--- src/rtl/object_bbox_locator.sv ---
// Finds the bounding box of run-length-filtered matched pixels in one frame and
// reports its bottom-centre (ground-contact point) once per completed frame.
module object_bbox_locator #(
  parameter int IMAGE_W    = 640,
  parameter int IMAGE_H    = 480,
  parameter int NOISE_RUN  = 4,
  parameter int MIN_PIXELS = 32
) (
  input  logic        clk,
  input  logic        rst,
  input  logic        in_valid,
  input  logic        in_sop,
  input  logic        in_eop,
  input  logic        in_detect,
  output logic [10:0] x_coord,
  output logic [10:0] y_coord,
  output logic        obj_found,
  output logic        out_valid,
  output logic        frame_drop
);

  localparam int CW = 11;
  localparam int RW = $clog2(NOISE_RUN + 1);
  localparam int PW = 20;

  typedef enum logic [1:0] {WAIT_SOP, ACCUM, CALC, OUT} state_t;

  state_t state, state_nxt;

  logic [CW-1:0] x_cnt, y_cnt;
  logic [RW-1:0] run_cnt;
  logic [CW-1:0] min_x, max_x, min_y, max_y;
  logic [PW-1:0] pix_cnt;
  logic [CW-1:0] x_calc, y_calc;
  logic          found_calc;

  logic          take;
  logic [CW-1:0] pos_x, pos_y, start_x;
  logic [RW-1:0] run_base, run_nxt;
  logic [CW-1:0] min_x_b, max_x_b, min_y_b, max_y_b;
  logic [PW-1:0] pix_b;
  logic          has_box, last_col, first_hit, more_hit;
  logic [CW-1:0] x_nxt, y_nxt;
  logic [CW-1:0] min_x_n, max_x_n, min_y_n, max_y_n;
  logic [PW-1:0] pix_n;

  function automatic logic [PW-1:0] pix_sat_add(input logic [PW-1:0] a, input logic [PW-1:0] b);
    logic [PW:0] s;
    s = {1'b0, a} + {1'b0, b};
    return s[PW] ? {PW{1'b1}} : s[PW-1:0];
  endfunction

  // Widened sum so min_x+max_x never overflows before the halving.
  function automatic logic [CW-1:0] centre(input logic [CW-1:0] a, input logic [CW-1:0] b);
    logic [CW:0] s;
    s = {1'b0, a} + {1'b0, b};
    return s[CW:1];
  endfunction

  function automatic logic [CW-1:0] umin(input logic [CW-1:0] a, input logic [CW-1:0] b);
    return (a < b) ? a : b;
  endfunction

  function automatic logic [CW-1:0] umax(input logic [CW-1:0] a, input logic [CW-1:0] b);
    return (a > b) ? a : b;
  endfunction

  assign take = in_valid && ((state == WAIT_SOP && in_sop) || state == ACCUM);

  always_comb begin
    // A sop beat always starts from a clean frame, whichever state sees it.
    pos_x    = in_sop ? '0 : x_cnt;
    pos_y    = in_sop ? '0 : y_cnt;
    run_base = in_sop ? '0 : run_cnt;
    min_x_b  = in_sop ? '0 : min_x;
    max_x_b  = in_sop ? '0 : max_x;
    min_y_b  = in_sop ? '0 : min_y;
    max_y_b  = in_sop ? '0 : max_y;
    pix_b    = in_sop ? '0 : pix_cnt;
    has_box  = (pix_b != '0);
    last_col = (pos_x == CW'(IMAGE_W - 1));
    start_x  = pos_x - CW'(NOISE_RUN - 1);

    run_nxt = '0;
    if (in_detect)
      run_nxt = (run_base == RW'(NOISE_RUN)) ? run_base : run_base + 1'b1;

    x_nxt = last_col ? '0 : pos_x + 1'b1;
    y_nxt = (last_col && pos_y != CW'(IMAGE_H - 1)) ? pos_y + 1'b1 : pos_y;

    first_hit = in_detect && (run_base == RW'(NOISE_RUN - 1));
    more_hit  = in_detect && (run_base == RW'(NOISE_RUN));

    min_x_n = min_x_b;
    max_x_n = max_x_b;
    min_y_n = min_y_b;
    max_y_n = max_y_b;
    pix_n   = pix_b;
    if (first_hit) begin
      min_x_n = has_box ? umin(min_x_b, start_x) : start_x;
      max_x_n = has_box ? umax(max_x_b, pos_x)   : pos_x;
      min_y_n = has_box ? umin(min_y_b, pos_y)   : pos_y;
      max_y_n = has_box ? umax(max_y_b, pos_y)   : pos_y;
      pix_n   = pix_sat_add(pix_b, PW'(NOISE_RUN));
    end else if (more_hit) begin
      max_x_n = umax(max_x_b, pos_x);
      pix_n   = pix_sat_add(pix_b, PW'(1));
    end
  end

  always_comb begin
    state_nxt = state;
    case (state)
      WAIT_SOP: if (in_valid && in_sop) state_nxt = in_eop ? CALC : ACCUM;
      ACCUM:    if (in_valid && in_eop) state_nxt = CALC;
      CALC:     state_nxt = OUT;
      OUT:      state_nxt = WAIT_SOP;
      default:  state_nxt = WAIT_SOP;
    endcase
  end

  always_ff @(posedge clk) begin
    if (rst) begin
      state      <= WAIT_SOP;
      x_cnt      <= '0;
      y_cnt      <= '0;
      run_cnt    <= '0;
      min_x      <= '0;
      max_x      <= '0;
      min_y      <= '0;
      max_y      <= '0;
      pix_cnt    <= '0;
      x_calc     <= '0;
      y_calc     <= '0;
      found_calc <= 1'b0;
      x_coord    <= '0;
      y_coord    <= '0;
      obj_found  <= 1'b0;
      out_valid  <= 1'b0;
      frame_drop <= 1'b0;
    end else begin
      state      <= state_nxt;
      out_valid  <= 1'b0;
      frame_drop <= 1'b0;
      // stage: pixel accumulation
      if (take) begin
        x_cnt   <= x_nxt;
        y_cnt   <= y_nxt;
        run_cnt <= last_col ? '0 : run_nxt;
        min_x   <= min_x_n;
        max_x   <= max_x_n;
        min_y   <= min_y_n;
        max_y   <= max_y_n;
        pix_cnt <= pix_n;
        if (state == ACCUM && in_sop) frame_drop <= 1'b1;
      end
      // stage: box centre calculation
      if (state == CALC) begin
        x_calc     <= (pix_cnt != '0) ? centre(min_x, max_x) : '0;
        y_calc     <= (pix_cnt != '0) ? max_y : '0;
        found_calc <= (pix_cnt >= PW'(MIN_PIXELS));
      end
      // stage: output register
      if (state == OUT) begin
        x_coord   <= x_calc;
        y_coord   <= y_calc;
        obj_found <= found_calc;
        out_valid <= 1'b1;
      end
    end
  end

endmodule
--- config.mk ---
export PLATFORM = sky130hd
export DESIGN_NAME = object_bbox_locator
export DESIGN_NICKNAME = d
export VERILOG_FILES = /design/src/rtl/object_bbox_locator.sv
export SDC_FILE = /design/constraint.sdc
export NUM_CORES = 1
export LEC_CHECK = 0
export ABC_CLOCK_PERIOD_IN_PS = 4900
export BUFFER_PORTS_ARGS = -buffer_cell sky130_fd_sc_hd__buf_2
export CELL_PAD_IN_SITES_DETAIL_PLACEMENT = 0
export CELL_PAD_IN_SITES_GLOBAL_PLACEMENT = 2
export CORE_MARGIN = 10
export CORE_UTILIZATION = 38
export DETAILED_ROUTE_END_ITERATION = 10
export HOLD_SLACK_MARGIN = 0.06
export PLACE_DENSITY_LB_ADDON = 0.1
export SLEW_MARGIN = 20
export SYNTH_ARGS = -nofsm -noshare
export SYNTH_HDL_FRONTEND = slang
export SYNTH_SLANG_ARGS = --single-unit
--- constraint.sdc ---
create_clock -name clk -period 4.9 [get_ports clk]
set_input_delay 0.245 -clock clk [delete_from_list [all_inputs] [get_ports clk]]
set_output_delay 0.245 -clock clk [all_outputs]
set_load 0.02 [all_outputs]
## Word-level counts from Yosys, hierarchy flattened

Index checks and enable logic that the tools add are counted.

- Output and inout port bits: 25
- Memory bits (read-only): 0
- Register bits after elaboration: 128
- Memories kept: 0
- Logic and storage cells: 85
- Bits in writable memories: 0
- Latch bits: 0
- Bits of input ports: 6

- Shifts and indexed selects: 0
- Reduce and logical (&&, ||, !) cells: 14
- $add $sub $neg: 7
- Multipliers: 0
- Mux-type cells: 34
- Order comparisons: 4
- Bitwise operators: 1
- Div/mod/pow operators: 0
- Eq/ne operators: 9

Operators by type and width:

| kind | number |
|---|---|
| $mux 11 | 19 |
| $mux 20 | 5 |
| $reduce_bool 20->1 | 2 |
| $add 11x1->11 const B | 2 |
| $gt 11x11->1 | 2 |
| $add 20x1->21 const B | 1 |
| $add 20x3->21 const B | 1 |
| $ge 20x6->1 const B | 1 |
| $add 11x11->12 | 1 |
| $mux 3 | 4 |
| $eq 11x10->1 const B | 1 |
| $lt 11x11->1 | 1 |
| $ne 11x9->1 const B | 1 |
| $sub 11x2->11 const B | 1 |
| $logic_and 1x1->1 | 8 |
| $pmux 2 s4 | 1 |
| $mux 2 | 3 |
| $eq 2x2->1 const B | 2 |
| $ne 2x1->1 const B | 2 |
| $add 3x1->3 const B | 1 |
| $eq 3x2->1 const B | 1 |
| $eq 3x3->1 const B | 1 |
| $eq 2x1->1 const B | 1 |
| $logic_not 2->1 | 1 |
| other kinds (5) | 6 |

## Depth between registers and ports, before layout

Gate-level depths: netlist of the first run.

- Depth after elaboration: 6
- Gate-level depth with buffers: 15
- Depth with buffers taken out: 13

## Worst setup path after synthesis of the first run

No wires, ideal clock.

- Kind: register to register
- Start: register x_cnt[2]
- End: register min_x[3]
- Path buffers: 2
- Period minus slack after synthesis: 3.483 ns
- Setup time: 0.065 ns
- Arrival time: 3.418 ns
- Slack: 1.417 ns
- Cell stages (with the launch flop): 16
- Cell sequence: dfxtp_1 -> buf_6 -> a2111o_1 -> or3_4 -> or4_4 -> xor2_1 -> and2_4 -> ha_1 -> nand4_1 -> nor3_1 -> nor3_1 -> o211a_1 -> a21oi_2 -> buf_4 -> mux2_2 -> nor2_1

- Longest elaborated chain between the ends: 6

Ends and longest elaborated chain:

| what | line | RTL |
|---|---|---|
| from (decl) | 30 | `logic [CW-1:0] x_cnt, y_cnt;` |
| from (signal assigned) | 147 | `x_cnt <= x_nxt;` |
| $mux 11 * | 72 | `pos_x = in_sop ? '0 : x_cnt;` |
| $sub 11x2->11 * | 82 | `start_x = pos_x - CW'(NOISE_RUN - 1);` |
| $lt 11x11->1 | 61 | `return (a < b) ? a : b;` |
| $mux 11 | 61 |  |
| $mux 11 * | 100 | `min_x_n = has_box ? umin(min_x_b, start_x) : start_x;` |
| $mux 11 * | 99 | `if (first_hit) begin` |
| to (signal assigned) | 150 | `min_x <= min_x_n;` |
| to (decl) | 32 | `logic [CW-1:0] min_x, max_x, min_y, max_y;` |

Every way passes the cells marked *; elsewhere a longest branch is shown, timed or not.
A chain may end at the register's enable or synchronous reset.

## Worst setup path after layout of the first run

- Start: register x_cnt[0]
- End: register min_x[4]

The elaborated chain is that of the path after synthesis.

==> results.cfg, run 1 <==
[timing]
fin_crit_ns = 3.958
setup_viol = 0
max_freq_ghz = 0.2527
setup-tns-final_ns = 0
period_share = 0.8077
worst_slew_pin_slew_ns = 0.9416
slew_headroom = 0.3716
fin_skew_ns = 0.01301
report.final.slew_viol_count = 0
finalHoldViolCount = 0
whs_ns = 0.1297
grt_setup_unrepaired = no

[logic_synthesis]
synth_area_per_cell_um2 = 8.125
synth_edf_count = 0
ys_dominant_reg_cell = dfxtp_1
synth_area_leaders = dfxtp_1 (33%), ha_1 (8.1%), nor2_1 (6.0%), nand2_1 (4.9%), a21oi_1 (3.8%)
ys_seq_area_frac = 0.3306
ys_seq_elements = 128
yosysMostFrequentCell = dfxtp_1
syn_area_um2 = 7751
netlist.area_leader.share = 0.3306
synth_cell_types = 89
syn_inst = 954
syn_nets = 1011
yosys.area.top_type = dfxtp_1
synth_warnings = 0
synth_top_cells_by_count = dfxtp_1 (128), nor2_1 (123), nand2_1 (101)
synth_async_sr_flop_share = 0

[clock_network]
clock-sinks = 128
clk_pin_slew_ns = 0.06
ctsResizeCount = 0
postCtsSetupRepairBufs = 0
clock_latency_ns = 0.43
cts_made_buffers = 17
hold_buffers = 0
cts_root_buf = clkbuf_16
cts.path.max_buffers = 2
htreeDepth = 4
cts_tree = done

[routing]
antenna_left = 0
wl_per_cell_um = 17.88
dr.first_iter.drc_count = 413
wl_um = 22230
vias = 6985
viasPerCell = 5.619
drt_pass1_iterations = 5
drc = 0

[pwr]
ir_worst_vdd_mv = 0.2421
finalPower_uw = 3063
leakage_uw = 0.003424
p_per_area_nw_per_um2 = 351.1

[floorplan]
placementRows = 52
initial_utilization = 0.3843
pin_count = 31
die-width_um = 162.8
die_y_um = 162.8
core_um2 = 20170
fp.dieArea_um2 = 26510

[worst_setup_path]
worstPathArrival_ns = 4.31
rr_worst_depth = 13
crit_top_cell = nor3_1
worst_path_largest_cell_delay_ns = 0.55
critical_path.cell_chain = a2111o_1 > or3_4 > or4_4 > xor2_1 > and2_4 > ha_1 > nand4_1 > nor3_1 > nor3_1 > o211a_1 > a21oi_2 > mux2_2 > nor2_1
worst_setup_path_end_kind = register
critPathBufInv = 0
cpLargestDelayFamily = simple AND/OR/NAND/NOR gates
path_class = register to register
crit_cells = 13
timing.rr.start = x_cnt[0]
reg2reg_to = min_x[4]
cp_max_fo = 11
crit_required_ns = 5.26
slowest_stage = a21oi_2
reg2reg_slack_ns = 0.94
cp-start-kind = register

[hold_path]
holdPathStages = 3
worst_hold_startpoint = in_valid
min_delay_worst_endpoint = frame_drop
hp-class = input port to register

[grt]
grt_pass1_vias = 6921
grt.total_usage = 0.1709
antenna_found_initial = 0
grt_max_degree = 56
grt_overflow_total = 0
grt_pass1_wl_um = 36760

[placement]
placed_cell_area_um2 = 8103
dp_cells = 1211
gp_congestion = 0.8990
io_buffers = 30
dp_hpwl_um = 15820

[cells_and_area]
final_area_um2 = 8723
nets = 1017
fin_cells = 1243
drive_gt1_frac = 0.1172
antennaDiodeCount = 0
syn_to_final_growth_pct = 12.54
fillCellCount = 2001

[flow_run]
cap_violations = 0

[outcome]
outcome = finished, final reports clean
## cells by family after synthesis
group,synth area share
DFF,0.3306
adders and majority gates,0.08329
muxes,0.04730
buffers and inverters,0.04391
AOI/OAI and AO/OA,0.1998
and+or+nand+nor,0.2600
xor gates and xnor gates,0.03503
## layout by cell type, fill, tap and decap left out, drive strengths merged, types with 10 or more instances in the layout
cell type	n
a22o	12
a21oi	61
and3	19
clkbuf	18
mux2	10
nand3	18
xnor2	20
nor3	27
nand2	101
nor2b	40
buf	43
nor2	124
mux2i	25
nand4	12
o21ai	41
nor4	11
a22oi	20
dfxtp	128
xor2	11
ha	50
inv	29
## where the power goes
part	total [uW]	internal, uW	switching (uW)
logic	567	184	384
clock network	1340	823	518
registers	1160	1090	65.2
total	3060	2100	966
## routing by layer
metal / share of wire / track usage / up-vias
li1: - / - / 3460
met1: 0.48 / 0.2195 / 3344
met2: 0.46 / 0.2800 / 146
met3: 0.035 / 0.02958 / 35
met4: 0.022 / 0.06475 / 0
met5: 0 / 0 / -
## through the flow
| step | util | setup slack, ns |
|---|---|---|
| after floorplan | - | 1.417 |
| after global placement | 0.4017 | 0.9974 |
| after detailed placement | 0.4017 | 0.9352 |
| after CTS | 0.4325 | 0.9183 |
| after global routing | 0.4325 | 0.6536 |
| final | 0.4325 | 0.9420 |
## worst max path at each step
stage | start | endpoint
finish | x_cnt[0] | min_x[4]
global route | x_cnt[0] | min_x[4]
CTS | x_cnt[0] | min_x[4]
detailed placement | x_cnt[0] | min_x[4]
global placement | x_cnt[0] | min_x[9]
floorplan | x_cnt[2] | min_x[3]
## area by class of cell
cell class / count / area (um^2) / area share
repair buffers: 43 / 250.2 / 0.02869
flip-flops and latches: 128 / 2562 / 0.2937
multi-input cells: 743 / 4851 / 0.5561
clock buffers: 18 / 439.2 / 0.05034
clock inverters: 14 / 181.4 / 0.02080
well taps: 270 / 337.8 / 0.03873
inverters: 27 / 101.3 / 0.01162
## state kept, by name, summed over array words and instances, names as in the netlist
| name | flops |
|---|---|
| frame_drop | 1 |
| y_cnt | 11 |
| x_cnt | 11 |
| max_x | 11 |
| obj_found | 1 |
| max_y | 11 |
| state | 2 |
| x_coord | 11 |
| x_calc | 11 |
| out_valid | 1 |
| run_cnt | 3 |
| y_coord | 11 |
| min_x | 11 |
| y_calc | 11 |
| found_calc | 1 |
| pix_cnt | 20 |
## tightest hold or removal path, delay by kind of cell
kind                   cells  cell delay, ns
and+or+nand+nor            2            0.15
buffers and inverters      1            0.12
(Power assumes the default switching activity.)
==> run 2: changes to the inputs <==
Settings changed: ABC_CLOCK_PERIOD_IN_PS 4900 to 3800.
Clock period 4.9 ns to 3.8 ns, I/O delays scaled along.
==> results.cfg, run 2 (synthesis gave the netlist of run 1 again) <==
[outcome]
outcome = finished, final reports clean

[timing]
grt_setup_unrepaired = no
fin_skew_ns = 0.01470
period_share = 0.9464
fin_crit_ns = 3.596
finalHoldViolCount = 0
slew_headroom = 0.4027
setup-tns-final_ns = 0
worst_slew_pin_slew_ns = 0.8939
setup_viol = 0
max_freq_ghz = 0.2781
report.final.slew_viol_count = 0
whs_ns = 0.08102

[routing]
vias = 6994
viasPerCell = 5.577
wl_um = 22040
wl_per_cell_um = 17.57
drt_pass1_iterations = 6
dr.first_iter.drc_count = 425
antenna_left = 0
drc = 0

[cells_and_area]
mostFrequentLayoutCell = dfxtp_1
drive_gt1_frac = 0.1260
largest_reg_flops = 20
fin_cells = 1254
final_cell_mix = dfxtp_1 (128), nor2_1 (123), nand2_1 (101), a21oi_1 (59), ha_1 (50)
nets = 1028
final_util = 0.4422
antennaDiodeCount = 0
syn_to_final_growth_pct = 15.08
top_register = pix_cnt

[worst_setup_path]
rr_worst_depth = 14
path_class = register to register
reg2reg_slack_ns = 0.20
timing.rr.start = x_cnt[1]
cp-start-kind = register
reg2reg_to = min_x[8]
worst_setup_path_end_kind = register
crit_required_ns = 4.15
cp_max_fo = 6
worstPathArrival_ns = 3.95
cp-startpoint = x_cnt[1]

[clock_network]
postCtsSetupRepairBufs = 0
clk_pin_slew_ns = 0.06
cts_made_buffers = 17
clock-sinks = 128
ctsResizeCount = 0
hold_buffers = 0
cts_tree = done
clock_latency_ns = 0.42
htreeDepth = 4
cts.path.max_buffers = 2
cts_root_buf = clkbuf_16

[hold_path]
min_delay_worst_endpoint = frame_drop
worst_hold_startpoint = in_valid
hp-class = input port to register
holdPathStages = 3

[floorplan]
die-width_um = 162.8
placementRows = 52
core_um2 = 20170
die_y_um = 162.8
pin_count = 31
initial_utilization = 0.3843
fp.dieArea_um2 = 26510

[pwr]
finalPower_uw = 4214
p_comb_frac = 0.177
p_per_area_nw_per_um2 = 472.4
pwr-share-seq = 0.352
p_int_uw = 2991
sw_frac_of_total = 0.2902
ir_worst_vdd_mv = 0.2770
leakage_uw = 0.003537
switchingPower_uw = 1223
clockPowerShare = 0.471

[placement]
gp_congestion = 0.8634
dp_cells = 1222
dp_hpwl_um = 15690
io_buffers = 30

[grt]
grt_pass1_vias = 6780
grt_overflow_total = 0
grt_max_degree = 90
grt.total_usage = 0.1662
antenna_found_initial = 0
grt_pass1_wl_um = 35850

[flow_run]
cap_violations = 0
==> run 2: worst max-delay path, stage by stage (launching register included) <==
cell      delay [ns]
dfxtp_1         0.31
a2111o_1        0.46
or3_4           0.37
or4_4           0.43
xor2_1          0.15
and2_4          0.17
ha_1            0.28
nand4_1         0.15
nor3_1          0.21
nor3_1          0.07
o211a_1         0.13
a21oi_2         0.16
buf_4           0.18
mux2_2          0.33
nor2_1          0.11
==> run 2: power by group through the flow <==
| stage | Clock, uW | Sequential (uW) | Combinational (uW) |
|---|---|---|---|
| after global placement | 0 | 1510 | 738 |
| final | 1990 | 1480 | 746 |
| after global routing | 2070 | 1490 | 826 |
| after detailed placement | 0 | 1510 | 755 |
| after CTS | 2020 | 1480 | 758 |
| after floorplan | 0 | 1490 | 531 |
==> run 2: stage by stage <==
stage | area (um^2) | setup WS, ns
6_report | 8920 | 0.2037
3_3_place_gp | 8210 | 0.2873
3_5_place_dp | 8210 | 0.2012
2_1_floorplan | 7751 | 0.3170
4_1_cts | 8920 | 0.1923
5_1_grt | 8920 | 0.02321
==> run 2: layer usage <==
metal / GRT usage / part of all wire / up-vias
li1: - / - / 3485
met1: 0.2162 / 0.48 / 3309
met2: 0.2662 / 0.45 / 164
met3: 0.02958 / 0.041 / 36
met4: 0.06762 / 0.024 / 0
met5: 0 / 0 / -
==> run 2: worst max path at each step <==
stage                    end  depth (start not counted)
global route        min_x[6]                         14
global placement    min_x[8]                         14
detailed placement  min_x[8]                         14
CTS                 min_x[8]                         14
floorplan           min_x[3]                         15
finish              min_x[8]                         14
==> run 2: final cells by class <==
type	instances	area (um^2)
timing repair buffer	54	357.8
clock inverter	12	252.7
tap	270	337.8
fill	2030	11250
clock buffer	20	456.7
sequential	128	2562
multi-input combinational	743	4851
inverter	27	101.3
